**src/rtl/seq_pkg.sv**
```systemverilog
// seq_pkg: shared state encoding and default pattern for the serial sequence blocks
package seq_pkg;
  typedef enum logic [1:0] {IDLE = 2'd0, SHIFT = 2'd1, GAP = 2'd2, FIN = 2'd3} state_t;
  localparam logic [3:0] DEF_PAT = 4'b1010;
endpackage

```
**src/rtl/seq_piso.sv**
```systemverilog
// seq_piso: parallel-load, MSB-first shift register
module seq_piso #(
  parameter int W = 4
) (
  input  logic         clk,
  input  logic         rst,
  input  logic         load,
  input  logic         shift,
  input  logic [W-1:0] d,
  output logic         so
);
  logic [W-1:0] q;
  always_ff @(posedge clk)
    if (rst) q <= '0;
    else if (load) q <= d;
    else if (shift) q <= {q[W-2:0], 1'b0};
  assign so = q[W-1];
endmodule

```
**src/rtl/seq_pattern_gen.sv**
```systemverilog
// seq_pattern_gen: repeats a latched pattern MSB-first on d_out with programmable idle gaps
module seq_pattern_gen
  import seq_pkg::*;
#(
  parameter int PAT_W = 4,
  parameter int CNT_W = 8,
  parameter int GAP_W = 4
) (
  input  logic             clk,
  input  logic             rst,
  input  logic             start,
  input  logic             abort,
  input  logic [PAT_W-1:0] pattern,
  input  logic [CNT_W-1:0] repeat_cnt,
  input  logic [GAP_W-1:0] gap_len,
  output logic             d_out,
  output logic             d_valid,
  output logic             busy,
  output logic             done
);
  localparam int IW = $clog2(PAT_W);
  localparam logic [IW-1:0] LAST = IW'(PAT_W - 1);
  state_t state, state_n;
  logic [PAT_W-1:0] pat_r, src, ld_d;
  logic [CNT_W-1:0] rem;
  logic [GAP_W-1:0] gap_r, gcnt;
  logic [IW-1:0] idx;
  logic acc, last, gap_end, load, dv_n, busy_n, done_n;
  assign acc = state == IDLE && start && !abort;
  assign last = state == SHIFT && idx == LAST;
  assign gap_end = state == GAP && gcnt == gap_r - GAP_W'(1);
  always_ff @(posedge clk)
    if (rst) begin
      state   <= IDLE;
      d_valid <= 1'b0;
      busy    <= 1'b0;
      done    <= 1'b0;
      pat_r   <= '0;
      rem     <= '0;
      gap_r   <= '0;
      gcnt    <= '0;
      idx     <= '0;
    end else begin
      state   <= state_n;
      d_valid <= dv_n;
      busy    <= busy_n;
      done    <= done_n;
      if (acc) begin
        pat_r <= pattern;
        rem   <= repeat_cnt;
        gap_r <= gap_len;
      end else if (last && rem != '0) rem <= rem - CNT_W'(1);
      idx  <= load ? '0 : (state == SHIFT && idx != LAST) ? idx + IW'(1) : idx;
      gcnt <= state != GAP ? '0 : gap_end ? gcnt : gcnt + GAP_W'(1);
    end
  always_comb begin
    state_n = state == IDLE ? (acc ? (repeat_cnt != '0 ? SHIFT : FIN) : IDLE)
            : state == FIN  ? IDLE
            : abort         ? IDLE
            : state == SHIFT ? (last ? (rem == CNT_W'(1) ? FIN : gap_r == '0 ? SHIFT : GAP) : SHIFT)
            : gap_end ? SHIFT : GAP;
  end
  // the shifter is loaded with zeros outside SHIFT so its MSB is a clean registered d_out
  always_comb begin
    load   = !(state == SHIFT && state_n == SHIFT && !last);
    src    = state == IDLE ? pattern : pat_r;
    ld_d   = state_n == SHIFT ? src : '0;
    dv_n   = state_n == SHIFT;
    busy_n = state_n == SHIFT || state_n == GAP;
    done_n = state_n == FIN;
  end
  seq_piso #(.W(PAT_W)) u_piso (
    .clk  (clk),
    .rst  (rst),
    .load (load),
    .shift(!load),
    .d    (ld_d),
    .so   (d_out)
  );
endmodule
```
**config.mk**
```make
export PLATFORM = sky130hd
export DESIGN_NAME = seq_pattern_gen
export DESIGN_NICKNAME = d
export VERILOG_FILES = /design/src/rtl/seq_pkg.sv /design/src/rtl/seq_piso.sv /design/src/rtl/seq_pattern_gen.sv
export SDC_FILE = /design/constraint.sdc
export NUM_CORES = 1
export LEC_CHECK = 0
export ABC_AREA = 1
export CORE_UTILIZATION = 55
export CTS_BUF_LIST = sky130_fd_sc_hd__clkbuf_16
export DETAILED_ROUTE_END_ITERATION = 6
export DONT_BUFFER_PORTS = 1
export GPL_ROUTABILITY_DRIVEN = 1
export GPL_TIMING_DRIVEN = 0
export PLACE_DENSITY = 0.73
export SYNTH_ARGS = -nofsm -noshare
export SYNTH_HDL_FRONTEND = slang
export SYNTH_HIERARCHICAL = 1
export SYNTH_SLANG_ARGS = --single-unit
```
**constraint.sdc**
```tcl
create_clock -name clk -period 2.4 [get_ports clk]
set_clock_uncertainty 0.15 [all_clocks]
set_input_delay 0.48 -clock clk [delete_from_list [all_inputs] [get_ports clk]]
set_output_delay 0.48 -clock clk [all_outputs]
set_load 0.1 [all_outputs]
```
# After elaboration in Yosys (flattened, before gate mapping)
# Index checks and enable logic that the tools add are counted.
[word_totals] word_cells=62 register_bits=31 n_memories=0 mem_bits_rw=0 romBits=0 latch_bits=0 inputBits=20 out_inout_bits=4
[classes] n_mux=15 shifts=0 bitwise=2 n_lt_le_gt_ge=0 reduce_logical=19 n_div=0 multipliers=0 eq_ne=11 addsub=4
[op_table] op="$mux W2" count=10
[op_table] op="$mux W8" count=2
[op_table] op="$reduce_bool A8 Y1" count=2
[op_table] op="$mux W4" count=3
[op_table] op="$eq A2 B2 Y1 const B" count=5
[op_table] op="$eq A8 B1 Y1 const B" count=1
[op_table] op="$logic_and A1 B1 Y1" count=8
[op_table] op="$sub A8 B1 Y8 const B" count=1
[op_table] op="$add A4 B1 Y4 const B" count=1
[op_table] op="$eq A2 B1 Y1 const B" count=2
[op_table] op="$eq A4 B4 Y1" count=1
[op_table] op="$logic_not A4 Y1" count=1
[op_table] op="$ne A2 B2 Y1 const B" count=2
[op_table] op="$reduce_or A2 Y1" count=2
[op_table] op="$sub A4 B1 Y4 const B" count=1
[op_table] op="$reduce_or A3 Y1" count=1
[op_table] op="$add A2 B1 Y2 const B" count=1
[op_table] op="$logic_not A1 Y1" count=2
[op_table] op="$logic_not A2 Y1" count=1
[op_table] op="$not A1 Y1" count=2
[op_table] op="$reduce_bool A2 Y1" count=1
[op_table] op="$logic_or A1 B1 Y1" count=1

# Depth between registers and ports, before layout
[depth] depth_word=13 ltp_mapped=20 ltp_nobuf=20

# Cells and area by module
# Netlist, hierarchy kept.
[by_module_without_submodules] module="seq_pattern_gen" n_inst=1 area_each_um2=1562.7 cells_per_inst=230
[by_module_without_submodules] module="seq_piso" n_inst=1 area_each_um2=187.7 cells_per_inst=29

# Least setup slack after synthesis
# No wires, ideal clock.
[synth_path] kind="flip-flop to flip-flop" startpoint="register gap_r[0]" endpoint="register u_piso.q[3]" setup_time_ns=0.056 path_stages_with_launch=17 required_time_ns=2.194 arrival_ns=2.129 path_slack_ns=0.065 cell_sequence="dfxtp_1 -> inv_1 -> ha_1 -> xnor2_1 -> nor2_1 -> nand3_2 -> nand2_1 -> nand2_1 -> nand2_1 -> ha_1 -> nand2_1 -> inv_1 -> nor2_2 -> nand2_1 -> nand3_1 -> nand2_1 -> inv_1"
[synth_between] elab_chain_cells=12 elab_cells_between_ends=17
[synth_rtl] item="from (decl)" line="seq_pattern_gen.sv:26" text="logic [GAP_W-1:0] gap_r, gcnt;"
[synth_rtl] item="from (signal assigned)" line="seq_pattern_gen.sv:51" text="gap_r <= gap_len;"
[synth_rtl] item="$sub A4 B1 Y4 or $logic_not A4 Y1 (tied branches)" line="seq_pattern_gen.sv:31, seq_pattern_gen.sv:60"
[synth_rtl] item="$eq A4 B4 Y1 or $mux W2 (tied branches)" line="seq_pattern_gen.sv:31, seq_pattern_gen.sv:60"
[synth_rtl] item="$logic_and A1 B1 Y1 or $mux W2 (tied branches)" line="seq_pattern_gen.sv:31, seq_pattern_gen.sv:60"
[synth_rtl] item="$mux W2 (on tied branches)" line="seq_pattern_gen.sv:61, seq_pattern_gen.sv:60"
[synth_rtl] item="$mux W2 *" line="seq_pattern_gen.sv:60" text=": state == SHIFT ? (last ? (rem == CNT_W'(1) ? FIN : gap_r == '0 ? SHIFT : GAP) : SHIFT)"
[synth_rtl] item="$mux W2 *" line="seq_pattern_gen.sv:59" text=": abort ? IDLE"
[synth_rtl] item="$mux W2 *" line="seq_pattern_gen.sv:58" text=": state == FIN ? IDLE"
[synth_rtl] item="$mux W2 *" line="seq_pattern_gen.sv:57" text="state_n = state == IDLE ? (acc ? (repeat_cnt != '0 ? SHIFT : FIN) : IDLE)"
[synth_rtl] item="via state_n[0]" line="seq_pattern_gen.sv:23" text="state_t state, state_n;"
[synth_rtl] item="$eq A2 B1 Y1 *"
[synth_rtl] item="via dv_n" line="seq_pattern_gen.sv:28" text="logic acc, last, gap_end, load, dv_n, busy_n, done_n;"
[synth_rtl] item="$logic_and A1 B1 Y1 (2 in series)" line="seq_pattern_gen.sv:65" text="load = !(state == SHIFT && state_n == SHIFT && !last);"
[synth_rtl] item="$mux W4 *" line="seq_piso.sv:15" text="else if (load) q <= d;"
[synth_rtl] item="to (signal assigned)" line="seq_piso.sv:16" text="else if (shift) q <= {q[W-2:0], 1'b0};"
[synth_rtl] item="to (decl)" line="seq_piso.sv:12" text="logic [W-1:0] q;"
# The timed path passes the listed nets; every way through them passes the cells marked *.
# A chain may end at the register's enable or synchronous reset.

# Worst setup path in the final report
# Same ends and word-level chain as after synthesis.

==> summary.md <==
| Metric | Value |
|---|---|
| H-tree levels | `2` |
| Worst ir drop on vdd | `0.386 mV` |
| Synth Net Count | `about 290` |
| Drt drc | `0` |
| Register area share after synthesis | `0.355` |
| Max Cap Viol | `0` |
| Core Region | `0.00303 sq mm` |
| Xor and xnor area share after synthesis | `0.0350` |
| Vias in the first global route | `1477` |
| Die ar. | `0.00341 sq mm` |
| DR WL met3 | `242 um` |
| Hold Buf Count CTS | `0` |
| Seq cells post-synth | `31` |
| Skew-Pair Late Insertion Delay | `roughly 280 ps` |
| Slowest stage cell, crit path | `dfxtp_1` |
| Top post-synthesis cells by area | `dfxtp_1 (35%), nand2_1 (13%), nor2_1 (8.4%)` |
| Hold Path Origin | `rst` |
| Leakage power | `0.917 nW` |
| Row count | `20` |
| TritonCTS Buffers | `5` |
| I/O Buffers | `0` |
| CTS clock-pin slew for the worst setup and hold paths | `roughly 50 ps` |
| WHS Path Cells | `1` |
| CTS tree | `done` |
| Synth Warn # | `6` |
| Mux cell area share after synthesis | `0` |
| RSZ-0062 raised after global routing | `no` |
| Met2 routed WL | `1700 um` |
| Largest family of logic cells by synthesized area | `simple AND/OR/NAND/NOR gates` |
| Tot Pwr | `1.37 mW` |
| Yosys top cell by area | `dfxtp_1` |
| Global Route Usage Sum | `0.241` |
| Die Span X | `58.4 um` |
| Routed vias | `between 1500 and 2000` |
| CP max FO | `7` |
| Slew of the pin with the lowest slew margin | `roughly 970 ps` |
| Post-synthesis compound-gate area fraction | `0.130` |
| Routed WL per cell | `approximately 12 um` |
| Synth Area in Adders | `0.0500` |
| Post-DRT Antenna Nets | `0` |
| Required time worst endpoint | `~2400 ps` |
| Clock root cell | `clkbuf_16` |
| Met1 wire length | `1680 um` |
| Cell Pwr Density | `683 mW/mm^2` |
| First-pass GRT wire length | `6250 um` |
| Nets@finish | `approximately 290` |
| CP max stage delay | `370 ps` |
| Post-DP HPWL | `approximately 2700 um` |
| Initial antenna violation count | `0` |
| Final Hold Fails | `0` |
| CP bufs+invs | `4` |
| Routed wire length | `3680 um` |
| HP Class | `in -> reg` |
| Starting Density | `0.578` |
| Mapped Area | `about 0.0018 sq mm` |
| Critical Path Sink Type | `register` |
| Global route total overflow | `0` |
| Critical Path Start Type | `register` |
| Largest net degree at the start of global routing | `11` |
| Non-filler cells, final | `312` |
| Hold Path Sink | `u_piso/q[2]$_SDFFE_PP0P_` |
| Synth-to-Final Area Change | `14.5%` |
| I/O pins | `24` |
| Slew headroom | `0.351` |
| Pre-antenna DRT Iters | `4` |
| R2R setup slack | `170 ps` |
| Library cells used by synthesis | `29` |
| Finish-stage setup viols | `0` |
| Outcome | `finished, final reports clean` |
| Setup TNS | `0 ps` |
| Critical path arrival | `2250 ps` |
| CP most frequent cell | `nand2_1` |
| Synthesized-area fraction occupied by and/or/nand/nor cells | `0.330` |
| Crit path time final | `around 2200 ps` |
| Share of layout cells above drive strength 1 | `0.112` |
| Diode count | `0` |
| Clk buf depth | `2` |
| Vias per cell | `5.02` |
| RD Place Congestion | `0.840` |
| Critical path cell sequence | `inv_2 -> ha_4 -> xnor2_2 -> nor2_1 -> nand3_2 -> nand3_2 -> nand2_1 -> inv_1 -> ha_4 -> nand2_4 -> inv_4 -> nor2_4 -> nand2_1 -> nand3_1 -> nand2_1 -> inv_1` |
| Clk sinks | `31` |
| Post-Synthesis Cells | `259` |
| Setup CP Type | `reg -> reg` |
| Fmax | `449 MHz` |
| Die H | `around 58 um` |
| Synthesized area per cell | `6.76 sq um` |
| Yosys top cell area share | `0.355` |
| R2R depth | `16` |
| Placed Cells | `between 300 and 400` |
| First DRT Iteration DRCs | `80` |
| Family with the most delay on the worst path | `simple AND/OR/NAND/NOR gates` |
| Final hold slack | `107 ps` |
| Max Slew Vio Count | `0` |
| Top routing layer in use | `met4` |
| Final period util | `0.927` |
| Reg2Reg Capture Point | `u_piso/q[3]$_SDFFE_PP0P_` |
| Crit Reg-Reg Startpoint | `gap_r[0]$_SDFFE_PP0P_` |
## metrics by stage
step / utilization / cell area, sq um / setup slack, ps
global placement: 0.596 / 1810 / -196
CTS: 0.649 / 1960 / 0.0400
detailed placement: 0.596 / 1810 / -233
global route: 0.662 / 2000 / 8.53
floorplan: - / 1750 / 65.0
finish: 0.662 / 2000 / 175
## cell type report
type | instances | area, sq um
fillers | 273 | 1020
multi-input cells | 186 | 1010
flip-flops and latches | 31 | 621
inverters | 38 | 149
clock buffers | 5 | 125
well taps | 44 | 55.1
plain buffers | 4 | 30.0
clock inverters | 3 | 11.3
repair buffers | 1 | 7.51
## flip-flops by register name, indices dropped and copies added (netlist names)
| register | cells |
|---|---|
| state | 2 |
| u_piso/q | 4 |
| rem | 8 |
| d_valid | 1 |
| gcnt | 4 |
| busy | 1 |
| pat_r | 4 |
| idx | 2 |
| gap_r | 4 |
| done | 1 |
## cells in the mapped netlist (all sizes together)
cell type / instances
nand2: 64
dfxtp: 31
ha: 7
clkbuf: 2
a21oi: 16
inv: 37
a211oi: 3
nor3: 1
nor2: 42
nor4: 2
nand3: 22
a21boi: 2
buf: 2
nand4: 1
clkinv: 1
o21ai: 19
xor2: 4
xnor2: 3
## how the worst max path moves through the flow
stage / start / end / slack [ps] / depth (start not counted)
after floorplan: gap_r[0]$_SDFFE_PP0P_ / u_piso/q[3]$_SDFFE_PP0P_ / 60 / 16
after detailed placement: gap_r[0]$_SDFFE_PP0P_ / u_piso/q[3]$_SDFFE_PP0P_ / -230 / 16
after global placement: gap_r[0]$_SDFFE_PP0P_ / u_piso/q[3]$_SDFFE_PP0P_ / -200 / 16
after CTS: gap_r[0]$_SDFFE_PP0P_ / u_piso/q[3]$_SDFFE_PP0P_ / 0.04 / 16
final: gap_r[0]$_SDFFE_PP0P_ / u_piso/q[3]$_SDFFE_PP0P_ / 170 / 16
after global routing: gap_r[0]$_SDFFE_PP0P_ / u_piso/q[3]$_SDFFE_PP0P_ / 9 / 20
## cells by family after synthesis
family          count (synthesis)
fa+ha+maj                       7
buf+inv                        42
simple gates                  132
flops                          31
xor+xnor                        7
compound gates                 40
## placed cells by master (no fill, tap or decap), types with 2 or more instances in the layout
cell / Yosys / layout
clkbuf_16: 0 / 5
o21ai_0: 17 / 17
nand2_1: 62 / 60
nand2_4: 1 / 2
clkbuf_1: 2 / 2
nand3_2: 1 / 2
ha_4: 0 / 2
nand3_1: 20 / 19
dfxtp_1: 31 / 31
inv_2: 3 / 4
clkinv_1: 0 / 2
xnor2_1: 3 / 2
inv_4: 1 / 2
nand2_2: 1 / 2
nor2_4: 2 / 3
buf_6: 2 / 2
inv_1: 33 / 32
ha_1: 7 / 5
xor2_1: 4 / 4
nor4_1: 2 / 2
nor2_1: 39 / 39
a211oi_1: 3 / 3
a21oi_1: 15 / 15
a21boi_0: 2 / 2
## per-layer routing
layer / GRT usage / vias up
li1: - / 837
met1: 0.295 / 690
met2: 0.397 / 34
met3: 0.0747 / 5
met4: 0.0918 / 0
met5: 0 / -
## what timing repair did
| item | CTS | global route |
|---|---|---|
| pin swaps | 1 | 0 |
| buffers inserted | 1 | 0 |
| resized for setup | 5 | 7 |
| gates cloned | 0 | 0 |
| endpoints found under the setup margin | 4 | 6 |
## power by group
part           internal, mW  switching [mW]  total (mW)  leakage, nW
logic                0.0771           0.120       0.197        0.594
clock network         0.372           0.216       0.589       0.0701
registers             0.541          0.0424       0.584        0.253
No activity file was read; power rests on OpenSTA's default activity.
